File: config.mk
export PLATFORM = sky130hd
export DESIGN_NAME = alarm_controller_flat
export DESIGN_NICKNAME = d
export VERILOG_FILES = /design/src/rtl/alarm_controller_if.sv /design/src/rtl/alarm_controller.sv /design/src/flat_wrapper.sv
export SDC_FILE = /design/constraint.sdc
export NUM_CORES = 1
export LEC_CHECK = 0
export CORE_MARGIN = 2
export CORE_UTILIZATION = 40
export CTS_CLUSTER_SIZE = 8
export DETAILED_ROUTE_END_ITERATION = 6
export GPL_TIMING_DRIVEN = 0
export PLACE_DENSITY = 0.86
export SYNTH_ARGS = -nofsm -noshare
export SYNTH_HDL_FRONTEND = slang
export SYNTH_SLANG_ARGS = --single-unit
File: constraint.sdc
create_clock -name clk -period 2.2 [get_ports clk]
set_clock_uncertainty 0.15 [all_clocks]
set_input_delay 0.33 -clock clk [delete_from_list [all_inputs] [get_ports clk]]
set_output_delay 0.33 -clock clk [all_outputs]
set_load 0.05 [all_outputs]
File: src/rtl/alarm_controller_if.sv
// Signal bundle between the time/keyboard logic and the alarm sequencer.
// The slave side is the alarm controller; the master side drives time, keys and ticks.
interface alarm_controller_if;
   logic        sec_tick;
   logic        alarm_en;
   logic        settime;
   logic        snooze_key;
   logic        stop_key;
   logic [23:0] cur_time;
   logic [23:0] alm_time;
   logic [1:0]  state;
   logic        ringing;
   logic        beep;
   logic [2:0]  snooze_left;

   modport master (
      output sec_tick, alarm_en, settime, snooze_key, stop_key, cur_time, alm_time,
      input  state, ringing, beep, snooze_left
   );

   modport slave (
      input  sec_tick, alarm_en, settime, snooze_key, stop_key, cur_time, alm_time,
      output state, ringing, beep, snooze_left
   );
endinterface

File: src/rtl/alarm_controller.sv
// Alarm sequencer: detects the rising edge of a time match and walks the alarm
// through ringing, snooze and stop, producing registered ring/beep indications.
module alarm_controller #(
   parameter int RING_SECS   = 60,
   parameter int SNOOZE_SECS = 300,
   parameter int MAX_SNOOZE  = 3
) (
   input logic               clk,
   input logic               reset,
   alarm_controller_if.slave bus
);

   typedef enum logic [1:0] {
      DISARMED = 2'd0,
      ARMED    = 2'd1,
      RINGING  = 2'd2,
      SNOOZE   = 2'd3
   } state_t;

   localparam logic [8:0] RING_LAST   = 9'(RING_SECS - 1);
   localparam logic [8:0] SNOOZE_LAST = 9'(SNOOZE_SECS - 1);
   localparam logic [2:0] SNOOZE_INIT = 3'(MAX_SNOOZE);

   state_t     state_q, state_n;
   logic [8:0] count_q, count_n;
   logic [2:0] left_q, left_n;
   logic       beep_q, beep_n;
   logic       ringing_q, ringing_n;
   logic       match, match_d, trig;

   // Editing the clock must never fire the alarm, and a held match fires only once.
   assign match = (bus.cur_time == bus.alm_time) && !bus.settime;
   assign trig  = match && !match_d;

   always_ff @(posedge clk) begin
      if (reset) begin
         state_q   <= DISARMED;
         count_q   <= '0;
         left_q    <= SNOOZE_INIT;
         beep_q    <= 1'b0;
         ringing_q <= 1'b0;
         match_d   <= 1'b0;
      end else begin
         state_q   <= state_n;
         count_q   <= count_n;
         left_q    <= left_n;
         beep_q    <= beep_n;
         ringing_q <= ringing_n;
         match_d   <= match;
      end
   end

   always_comb begin
      state_n = state_q;
      count_n = count_q;
      left_n  = left_q;
      beep_n  = beep_q;

      case (state_q)
         DISARMED: begin
            if (bus.alarm_en) begin
               state_n = ARMED;
               count_n = '0;
               left_n  = SNOOZE_INIT;
               beep_n  = 1'b0;
            end
         end
         ARMED: begin
            if (trig) begin
               state_n = RINGING;
               count_n = '0;
               beep_n  = 1'b1;
            end
         end
         RINGING: begin
            if (bus.stop_key) begin
               state_n = ARMED;
               count_n = '0;
               left_n  = SNOOZE_INIT;
               beep_n  = 1'b0;
            end else if (bus.snooze_key && (left_q != 3'd0)) begin
               state_n = SNOOZE;
               count_n = '0;
               left_n  = left_q - 3'd1;
               beep_n  = 1'b0;
            end else if (bus.sec_tick) begin
               if (count_q == RING_LAST) begin
                  state_n = ARMED;
                  count_n = '0;
                  left_n  = SNOOZE_INIT;
                  beep_n  = 1'b0;
               end else begin
                  count_n = count_q + 9'd1;
                  beep_n  = !beep_q;
               end
            end
         end
         SNOOZE: begin
            if (bus.stop_key) begin
               state_n = ARMED;
               count_n = '0;
               left_n  = SNOOZE_INIT;
               beep_n  = 1'b0;
            end else if (bus.sec_tick) begin
               if (count_q == SNOOZE_LAST) begin
                  state_n = RINGING;
                  count_n = '0;
                  beep_n  = 1'b1;
               end else begin
                  count_n = count_q + 9'd1;
               end
            end
         end
         default: begin
            state_n = DISARMED;
         end
      endcase

      // Disarming overrides every key and tick seen in the same cycle.
      if (!bus.alarm_en) begin
         state_n = DISARMED;
         count_n = '0;
         left_n  = SNOOZE_INIT;
         beep_n  = 1'b0;
      end

      ringing_n = (state_n == RINGING);
   end

   assign bus.state       = state_q;
   assign bus.ringing     = ringing_q;
   assign bus.beep        = beep_q;
   assign bus.snooze_left = left_q;

endmodule
File: src/flat_wrapper.sv
// flat-port wrapper written by rule: the top's interface ports become plain ports
module alarm_controller_flat 
#(
   parameter int RING_SECS   = 60,
   parameter int SNOOZE_SECS = 300,
   parameter int MAX_SNOOZE  = 3
)
  (clk, reset, bus_sec_tick, bus_alarm_en, bus_settime, bus_snooze_key, bus_stop_key, bus_cur_time, bus_alm_time, bus_state, bus_ringing, bus_beep, bus_snooze_left);
  alarm_controller_if bus_i ();
  input logic clk;
  input logic reset;
  input wire logic [$bits(bus_i.sec_tick)-1:0] bus_sec_tick;
  input wire logic [$bits(bus_i.alarm_en)-1:0] bus_alarm_en;
  input wire logic [$bits(bus_i.settime)-1:0] bus_settime;
  input wire logic [$bits(bus_i.snooze_key)-1:0] bus_snooze_key;
  input wire logic [$bits(bus_i.stop_key)-1:0] bus_stop_key;
  input wire logic [$bits(bus_i.cur_time)-1:0] bus_cur_time;
  input wire logic [$bits(bus_i.alm_time)-1:0] bus_alm_time;
  output wire logic [$bits(bus_i.state)-1:0] bus_state;
  output wire logic [$bits(bus_i.ringing)-1:0] bus_ringing;
  output wire logic [$bits(bus_i.beep)-1:0] bus_beep;
  output wire logic [$bits(bus_i.snooze_left)-1:0] bus_snooze_left;
  assign bus_i.sec_tick = bus_sec_tick;
  assign bus_i.alarm_en = bus_alarm_en;
  assign bus_i.settime = bus_settime;
  assign bus_i.snooze_key = bus_snooze_key;
  assign bus_i.stop_key = bus_stop_key;
  assign bus_i.cur_time = bus_cur_time;
  assign bus_i.alm_time = bus_alm_time;
  assign bus_state = bus_i.state;
  assign bus_ringing = bus_i.ringing;
  assign bus_beep = bus_i.beep;
  assign bus_snooze_left = bus_i.snooze_left;
  alarm_controller #(.RING_SECS(RING_SECS), .SNOOZE_SECS(SNOOZE_SECS), .MAX_SNOOZE(MAX_SNOOZE)) u_core (.clk(clk), .reset(reset), .bus(bus_i));
endmodule
==> results <==
## worst max-delay path, delay by kind of cell
kind,cells,cell delay [ns]
AND/OR/NAND/NOR,3,0.88
AO/OA/AOI/OAI,2,0.38
XOR/XNOR,1,0.16
buffers and inverters,1,0.43
## per-layer routing
| layer | up-vias | track usage (%) | part of all wire [%] |
|---|---|---|---|
| li1 | 701 | - | - |
| met1 | 652 | 22.9 | 38 |
| met2 | 69 | 37.9 | 51 |
| met3 | 14 | 4.76 | 7.2 |
| met4 | 0 | 10.5 | 3.8 |
| met5 | - | 0 | 0 |
## cells in the mapped netlist (2+ instances only)
library cell  number
a21boi_0           3
a21oi_1            6
a31oi_1            2
dfxtp_1           17
ha_1               3
inv_1              9
mux2i_1            2
nand2_1            7
nand2b_1           5
nand3_1           10
nand3b_1           2
nand4_1            2
nor2_1             7
nor2b_1            4
nor3_1             3
nor4_1             5
o211ai_1           4
o21a_1             2
o21ai_0            8
o31a_1             3
or3_1              8
xnor2_1            7
xor2_1            17
## sequential cells by signal (all words and copies together), names as in the netlist
signal / cells
u_core.bus.snooze_left: 3
u_core.bus.state: 2
u_core.match_d: 1
u_core.count_q: 9
u_core.bus.ringing: 1
u_core.bus.beep: 1
## cell families (layout without fill, tap and decap cells)
group	Yosys count	count (layout)	share of synthesized area [%]
buffers and inverters	11	83	3.67
flip-flops	17	17	27.0
adder cells (fa/ha/maj)	3	3	2.98
multiplexers	2	2	1.59
XOR/XNOR	24	24	16.7
AO/OA/AOI/OAI	36	36	20.4
AND/OR/NAND/NOR	60	60	27.7
## placed cells by master, fill, tap and decap left out, drive strengths merged, types with 4 or more instances in the layout
master         count
a21oi              6
nand2b             6
clkbuf             4
dlymetal6s2s      11
xnor2              7
nor2b              4
xor2              17
nor4               5
nand3             10
or3                9
dlygate4sd2        8
clkdlybuf4s50     42
nand2              7
buf                9
o21ai              9
nor2               7
o211ai             4
inv                9
dfxtp             17
## stage by stage
stage                     instances  power (W)
after CTS                       265   0.000667
after global routing            269   0.000700
after global placement          258   0.000493
final                           269   0.000674
after detailed placement        258   0.000498
after floorplan                 153   0.000377
## cell type report
type                    instances  area [sq um]  area share (%)
repair buffers                 68           681            32.5
inverters                       9          33.8            1.61
multi-input cells             125           941            44.9
flip-flops and latches         17           344            16.4
clock buffers                   4          26.3            1.26
well taps                      44          55.1            2.63
plain buffers                   2          12.5           0.598
## worst max path at each step
stage | start | end | slack (ns) | cells past startpoint
6_report | bus_cur_time[22] | u_core.count_q[5] | 0.06 | 7
5_1_grt | bus_cur_time[22] | u_core.count_q[5] | -0.02 | 7
4_1_cts | bus_alm_time[14] | u_core.count_q[6] | 0.01 | 7
3_5_place_dp | bus_alm_time[0] | u_core.count_q[6] | -0.37 | 7
3_3_place_gp | bus_alm_time[0] | u_core.count_q[3] | -0.37 | 7
2_1_floorplan | u_core.bus.state[1] | u_core.count_q[3] | 0.02 | 7
## repair_timing
item	in CTS	in global routing
setup endpoints to repair	9	10
setup buffers	3	4
resized for setup	12	21
pin swaps	11	17
## power groups by stage
stage	Clock (W)	Sequential (W)	Combinational [W]
2_1_floorplan	0	0.000324	0.0000533
6_report	0.000174	0.000311	0.000189
3_5_place_dp	0	0.000318	0.000180
5_1_grt	0.000186	0.000311	0.000203
4_1_cts	0.000174	0.000311	0.000183
3_3_place_gp	0	0.000318	0.000175
==> flow_metrics.py <==
metrics = {
    "run_status": {
        "status": "completed",
    },
    "drt": {
        "dr.pass1.iters": 4,
        "wirelength_um": 3640,
        "num_vias": 1436,
        "vias_per_cell": 5.34,
        "detail-route-antenna-nets": 0,
        "avgRoutedWirePerCell_um": 13.5,
        "drtIter0Drc": 93,
        "drcViolationCount": 0,
    },
    "clock_tree": {
        "cts.clk_slew.worst_paths_ns": 0.10,
        "holdBufCountCts": 0,
        "clock-sinks": 17,
        "root_buffer": "clkbuf_4",
        "cts_tree": "built",
        "clockBufferDepth": 2,
        "htreeDepth": 1,
        "cts_buffers": 3,
        "worstSkewPairLatency_ns": 0.30,
    },
    "critical_path": {
        "cp.arrival_ns": 2.18,
        "worstSetupStartpointType": "primary input",
        "cp-end-kind": "register",
        "rr_worst_depth": 8,
        "reg2reg_to": "u_core.count_q[3]",
        "cp_slowest_stage_delay_ns": 0.43,
        "crit_slowest_cell": "clkdlybuf4s50_1",
        "crit_fanout": 8,
        "crit_type": "in -> reg",
        "rrSetupSlack_ns": 0.15,
        "crit_required_ns": 2.24,
        "crit_path_cell_trace": "clkdlybuf4s50_1, xor2_1, nor4_2, nand4b_1, or3_4, o21ai_4, o211ai_1",
        "rr_startpoint": "u_core.count_q[0]",
    },
    "cells_and_area": {
        "drive_gt1_share_pct": 13.8,
        "fillers": 253,
        "final_core_util_pct": 69.1,
        "n_antenna_cell": 0,
        "finalInstanceArea_sq_um": 2090,
        "fin_nets": 284,
        "area_delta_synth_final_pct": 66.1,
    },
    "hold_path": {
        "worstHoldStart": "u_core.count_q[1]",
        "worstHoldPathCells": 2,
        "hp-class": "reg -> reg",
        "whs_endpoint": "u_core.count_q[1]",
    },
    "yosys": {
        "synth-edff-count": 0,
        "yosysWarnings": 0,
        "synth_nets": 211,
        "yosysUniqueCellTypes": 40,
        "yosysTopAreaCell": "dfxtp_1",
        "netlist_instances": 153,
        "synth-seq-cells": 17,
        "async_reset_ff_share_pct": 0,
        "synth_top_area_share_pct": 27.0,
        "avgSynthCellArea_sq_um": 8.24,
        "syn_area_sq_um": 1260,
        "seq_area_frac_synth_pct": 27.0,
        "synthTopCellsByArea": "dfxtp_1 27%, xor2_1 12%, xnor2_1 4.9%",
        "ys.flop_type": "dfxtp_1",
    },
    "timing": {
        "min_period_ns": 2.14,
        "slew_viol_final": 0,
        "tns_ns": 0,
        "holdWs_ns": 0.341,
        "setup_viol": 0,
        "hold_violations": 0,
        "layout_setup_ws_ns": 0.0584,
        "worst_slew_pin_slew_ns": 0.516,
        "clock.fmax_mhz": 467,
        "finalCritPeriodShare_pct": 97.3,
        "max-slew-margin-rel_pct": 65.5,
    },
    "floorplan": {
        "core_region_area_sq_um": 3030,
        "ios": 62,
        "dieArea_sq_um": 3620,
        "rows": 20,
        "initial_core_util_pct": 41.6,
        "fp.dieW_um": 60.1,
        "die_h_um": 60.1,
    },
    "global_routing": {
        "grt_max_degree": 10,
        "track_usage_pct": 21.1,
        "antenna_found_initial": 0,
        "grt_pass1_wl_um": 5810,
        "grt_pass1_vias": 1423,
        "overflow": 0,
    },
    "pwr": {
        "p_sw_w": 0.000177,
        "swShare_pct": 26.2,
        "comb_power_share_pct": 28.0,
        "max-vdd-ir-drop_uv": 176,
        "intPower_w": 0.000497,
        "power_frac_clock_pct": 25.9,
        "seqPwrFrac_pct": 46.1,
        "p_leak_nw": 0.824,
        "power_density_nw_per_um2": 322,
    },
    "place": {
        "io_buffer_count": 61,
        "pre_cts_ws_ns": -0.373,
        "place_congestion": 0.908,
        "hpwl_um": 2800,
        "placed_cell_area_sq_um": 1930,
    },
    "job": {
        "maxCapViolCount": 0,
    },
}
(Power assumes the default switching activity.)
==> patch 1, RTL diff (config.mk and constraints unchanged) <==
Compare `count_q` against `RING_LAST` with >= in place of ==.
--- a/src/rtl/alarm_controller.sv
+++ b/src/rtl/alarm_controller.sv
@@ -84,7 +84,7 @@
                left_n  = left_q - 3'd1;
                beep_n  = 1'b0;
             end else if (bus.sec_tick) begin
-               if (count_q == RING_LAST) begin
+               if (count_q >= RING_LAST) begin
                   state_n = ARMED;
                   count_n = '0;
                   left_n  = SNOOZE_INIT;
Formal check against the unedited RTL: same outputs for any inputs over 10 cycles, from zero or initial values and one cycle with reset high; that may be too few to reach the edited logic, so the function may still have changed.
==> patch 1 against the original RTL <==
The flow now finishes with violations (negative setup slack). Power increased by 2.5%. Design area increased by 6.6%. Sequential cell count unchanged. Routed wire length increased by 3.7%. Sequential share of layout area decreased by 0.46 points. Worst setup slack got worse by 140 ps. Area after synthesis increased by 5.0%. Critical endpoint is now u_core.count_q[2].
==> patch 1: results <==
set metrics [dict create \
    outcome "finished with violations" \
    violations "negative setup slack" \
    ir_worst_vdd_uv 157 \
    post_cts_resized 7 \
    num-nets-final 286 \
    met1_length_um 1540 \
    final_cells 271 \
    report.final.setup_viol 7 \
    dp_slack_ps -407 \
    grt_pass1_wl_um 6210 \
    placed_area_um2 2010 \
    setup_tns_ps -503 \
    fin_ws_ps -79.4 \
    wl_um 3780 \
    wl_met3_um 302 \
    yosys-top-cells-count "xor2_1, dfxtp_1, nor2_1, nor3_1, nor3b_1" \
    yosysUniqueCellTypes 45 \
    grt_use_total_pct 21.7 \
    power_uw 690 \
    maxSlewHeadroom_pct 65.4 \
    drt_iter0_markers 91 \
    intPower_uw 502 \
    gp_congestion 0.818 \
    fillCellCount 247 \
    post_cts_buffers 6 \
]
[patch 1: cell count changes after synthesis, sizes merged, moves of 4 or more]
cell / unedited run / this run
nor3b: 0 / 7
xor2: 17 / 24
inv: 9 / 5
nand3: 10 / 2
or3: 9 / 1
xnor2: 7 / 0
a32o: 0 / 6
nor3: 3 / 8
o211ai: 4 / 0
and3: 1 / 7
[patch 1: critical path, cell delays in order, from the launching register on]
cell       delay, ps
dfxtp_4          370
buf_4            140
a211o_1          330
a2111oi_4        350
a22oi_2          140
or2_0            250
buf_6            150
nor2b_4          200
a32o_1           150
[patch 1: path summary, 6_finish.rpt]
check / end / slack [ps] / startpoint
worst min-delay path: u_core.bus.snooze_left[2] / 350 / u_core.bus.snooze_left[2]
worst max-delay path: u_core.count_q[2] / -80 / u_core.count_q[1]
worst max register to register: u_core.count_q[2] / -80 / u_core.count_q[1]
worst min register to register: u_core.bus.snooze_left[2] / 350 / u_core.bus.snooze_left[2]
[patch 1: cell families (layout without fill, tap and decap cells)]
family / after synthesis / in the layout / share of synthesized area [%]
AO/OA/AOI/OAI: 39 / 39 / 24.6
XOR/XNOR: 24 / 24 / 15.9
adder cells (fa/ha/maj): 3 / 3 / 2.84
buffers and inverters: 11 / 85 / 4.07
flip-flops: 17 / 17 / 25.7
multiplexers: 2 / 2 / 1.51
AND/OR/NAND/NOR: 57 / 57 / 25.4
[patch 1: area by class of cell]
type	instances	area, um2	share of cell area [%]
Multi-Input combinational cell	125	1010	45.3
Timing Repair Buffer	71	722	32.3
Sequential cell	17	357	16.0
Tap cell	44	55.1	2.47
Buffer	5	41.3	1.85
Clock buffer	4	26.3	1.18
Inverter	5	18.8	0.841
[patch 1: routing by layer]
metal	vias to the layer above	global-route usage (%)
met3	7	4.20
met2	74	37.1
met1	663	26.6
met4	0	8.81
li1	719	-
met5	-	0
==> patch 2, RTL diff (config.mk and constraints unchanged) <==
Without the edit above. `RING_SECS` is set to 60 in 2 places; all go to 30.
--- a/src/rtl/alarm_controller.sv
+++ b/src/rtl/alarm_controller.sv
@@ -1,7 +1,7 @@
 // Alarm sequencer: detects the rising edge of a time match and walks the alarm
 // through ringing, snooze and stop, producing registered ring/beep indications.
 module alarm_controller #(
-   parameter int RING_SECS   = 60,
+   parameter int RING_SECS   = 30,
    parameter int SNOOZE_SECS = 300,
    parameter int MAX_SNOOZE  = 3
 ) (
--- a/src/flat_wrapper.sv
+++ b/src/flat_wrapper.sv
@@ -1,7 +1,7 @@
 // flat-port wrapper written by rule: the top's interface ports become plain ports
 module alarm_controller_flat 
 #(
-   parameter int RING_SECS   = 60,
+   parameter int RING_SECS   = 30,
    parameter int SNOOZE_SECS = 300,
    parameter int MAX_SNOOZE  = 3
 )
Behaviour: no difference found for any inputs over 10 cycles, from zero or initial values and one cycle with reset high; that may be too few to reach the edited logic, so the function may still have changed.
==> patch 2 against the original RTL <==
Critical endpoint is now u_core.bus.ringing. Clock power up 3%. Routed wire length down 3.7%. First-iteration DRC count down 44%. Worst setup slack better by 5.7 ps. Power up 1.7%. Sequential power about the same. Worst hold slack better by 13 ps. Register-to-register slack better by 50 ps. Sequential share of layout area up 0.29 points. Non-clock buffer count down 5. Area after synthesis up 3.2%. Sequential cell count unchanged. Design area down 2.8%. Utilization down 3.0 points.
==> patch 2: results <==
set metrics [dict create \
    netSwitchingFraction_pct 26.4 \
    drt-pass1-iter-count 4 \
    leakage_uw 0.000735 \
    grt_use_total_pct 20.8 \
    yosysUniqueCellTypes 49 \
    clk_latency_ps 310 \
    fillCellCount 262 \
    antenna_cells 0 \
    r2r-end "u_core.count_q[7]" \
    yosysSeqAreaShare_pct 26.2 \
    crit_path_start "bus_alm_time[21]" \
    drive_gt1_share_pct 8.97 \
    arrival_ps 2220 \
    cts.clk_slew.worst_paths_ps 110 \
    worstMarginPinSlew_ps 507 \
    largest_reg_flops 9 \
    cp-endpoint "u_core.bus.ringing" \
    async_flop_share_pct 0 \
    hpwlAfterDp_um 2850 \
    grt_max_degree 11 \
    gp_congestion 0.880 \
    wl_um 3510 \
    regMostFlops "u_core.count_q" \
    synth_area_leaders "dfxtp_1, xnor2_1, a311oi_1, a21oi_1, nand2_1" \
    timing.rr.start "u_core.count_q[3]" \
    drt_iter0_markers 52 \
    yosysWarnings 0 \
    reg2reg_depth 7 \
    clockRootBuffer "clkbuf_4" \
    hold_path.class "register to register" \
    avgViaCountPerCell 5.16 \
    cts_max_level 1 \
    grt_pass1_vias 1271 \
    yosys-top-cells-count "xnor2_1, dfxtp_1, nand2_1, a21oi_1, inv_1" \
    clockBufferDepth 2 \
    regToRegSetupSlack_ps 200 \
    synthesis.nets 216 \
    antenna_found_initial 0 \
    ir_worst_vdd_uv 214 \
    cts_buffers 3 \
    dp_slack_ps -419 \
    num-nets-final 283 \
    fin_crit_ps 2140 \
    crit_fanout 5 \
    port_buffers 61 \
    outcome "finished clean" \
    grt_pass1_wl_um 5730 \
]
patch 2: cell families after synthesis:
logic type | synth area share (%)
buffers and inverters | 4.43
adders and majority gates | 3.85
DFF | 26.2
muxes | 0.770
xor gates and xnor gates | 13.5
and+or+nand+nor | 27.2
AOI/OAI and AO/OA | 24.1
patch 2: per-stage QoR:
stage	std cells	util [%]	power [uW]	cell area (um2)
3_5_place_dp	262	63.9	507	1970
6_report	267	66.1	685	2030
2_1_floorplan	157	-	387	1300
5_1_grt	267	66.1	722	2030
4_1_cts	266	65.0	688	2000
3_3_place_gp	262	63.9	504	1970
patch 2: layout make-up:
type	instances	area, um2	area share [%]
buffer	3	20.0	0.984
clock buffer	3	22.5	1.11
clock inverter	1	5.00	0.246
inverter	10	37.5	1.85
multi-input combinational	127	933	45.9
sequential	17	340	16.7
tap	44	55.1	2.71
timing repair buffer	62	621	30.5
patch 2: routing by layer:
| layer | global-route usage [%] | share of wire (%) | up-vias | wire, um |
|---|---|---|---|---|
| met5 | 0 | 0 | - | 0 |
| met4 | 6.83 | 2.1 | 0 | 72 |
| met3 | 4.62 | 3.5 | 9 | 123 |
| met2 | 35.9 | 51 | 28 | 1780 |
| met1 | 25.6 | 44 | 632 | 1530 |
| li1 | - | - | 710 | - |
patch 2: worst max-delay path, cell delays in order:
cell and delay, ps:
clkdlybuf4s50_1 560, xnor2_2 140, nand4_1 130, nor4_2 330, nand3_2 190, o31ai_1 320, nor3b_1 210
patch 2: power groups by stage:
stage	clock network (uW)	registers, uW	logic, uW
2_1_floorplan	0	323	63.4
3_3_place_gp	0	317	187
3_5_place_dp	0	317	190
4_1_cts	186	310	192
5_1_grt	202	311	210
6_report	180	310	195
patch 2: worst min path at each step:
stage / startpoint / end / slack (ps) / depth (start not counted)
2_1_floorplan: reset / u_core.match_d / 250 / 1
3_3_place_gp: u_core.count_q[1] / u_core.count_q[1] / 330 / 2
3_5_place_dp: u_core.bus.snooze_left[1] / u_core.bus.snooze_left[1] / 340 / 2
4_1_cts: u_core.count_q[1] / u_core.count_q[1] / 360 / 2
5_1_grt: u_core.count_q[1] / u_core.count_q[1] / 400 / 2
6_report: u_core.count_q[1] / u_core.count_q[1] / 350 / 2
patch 2: timing repair:
item	in CTS	in global routing
resized for setup	1	5
pin swaps	1	1
buffers inserted	0	1
endpoints found under the setup margin	9	14
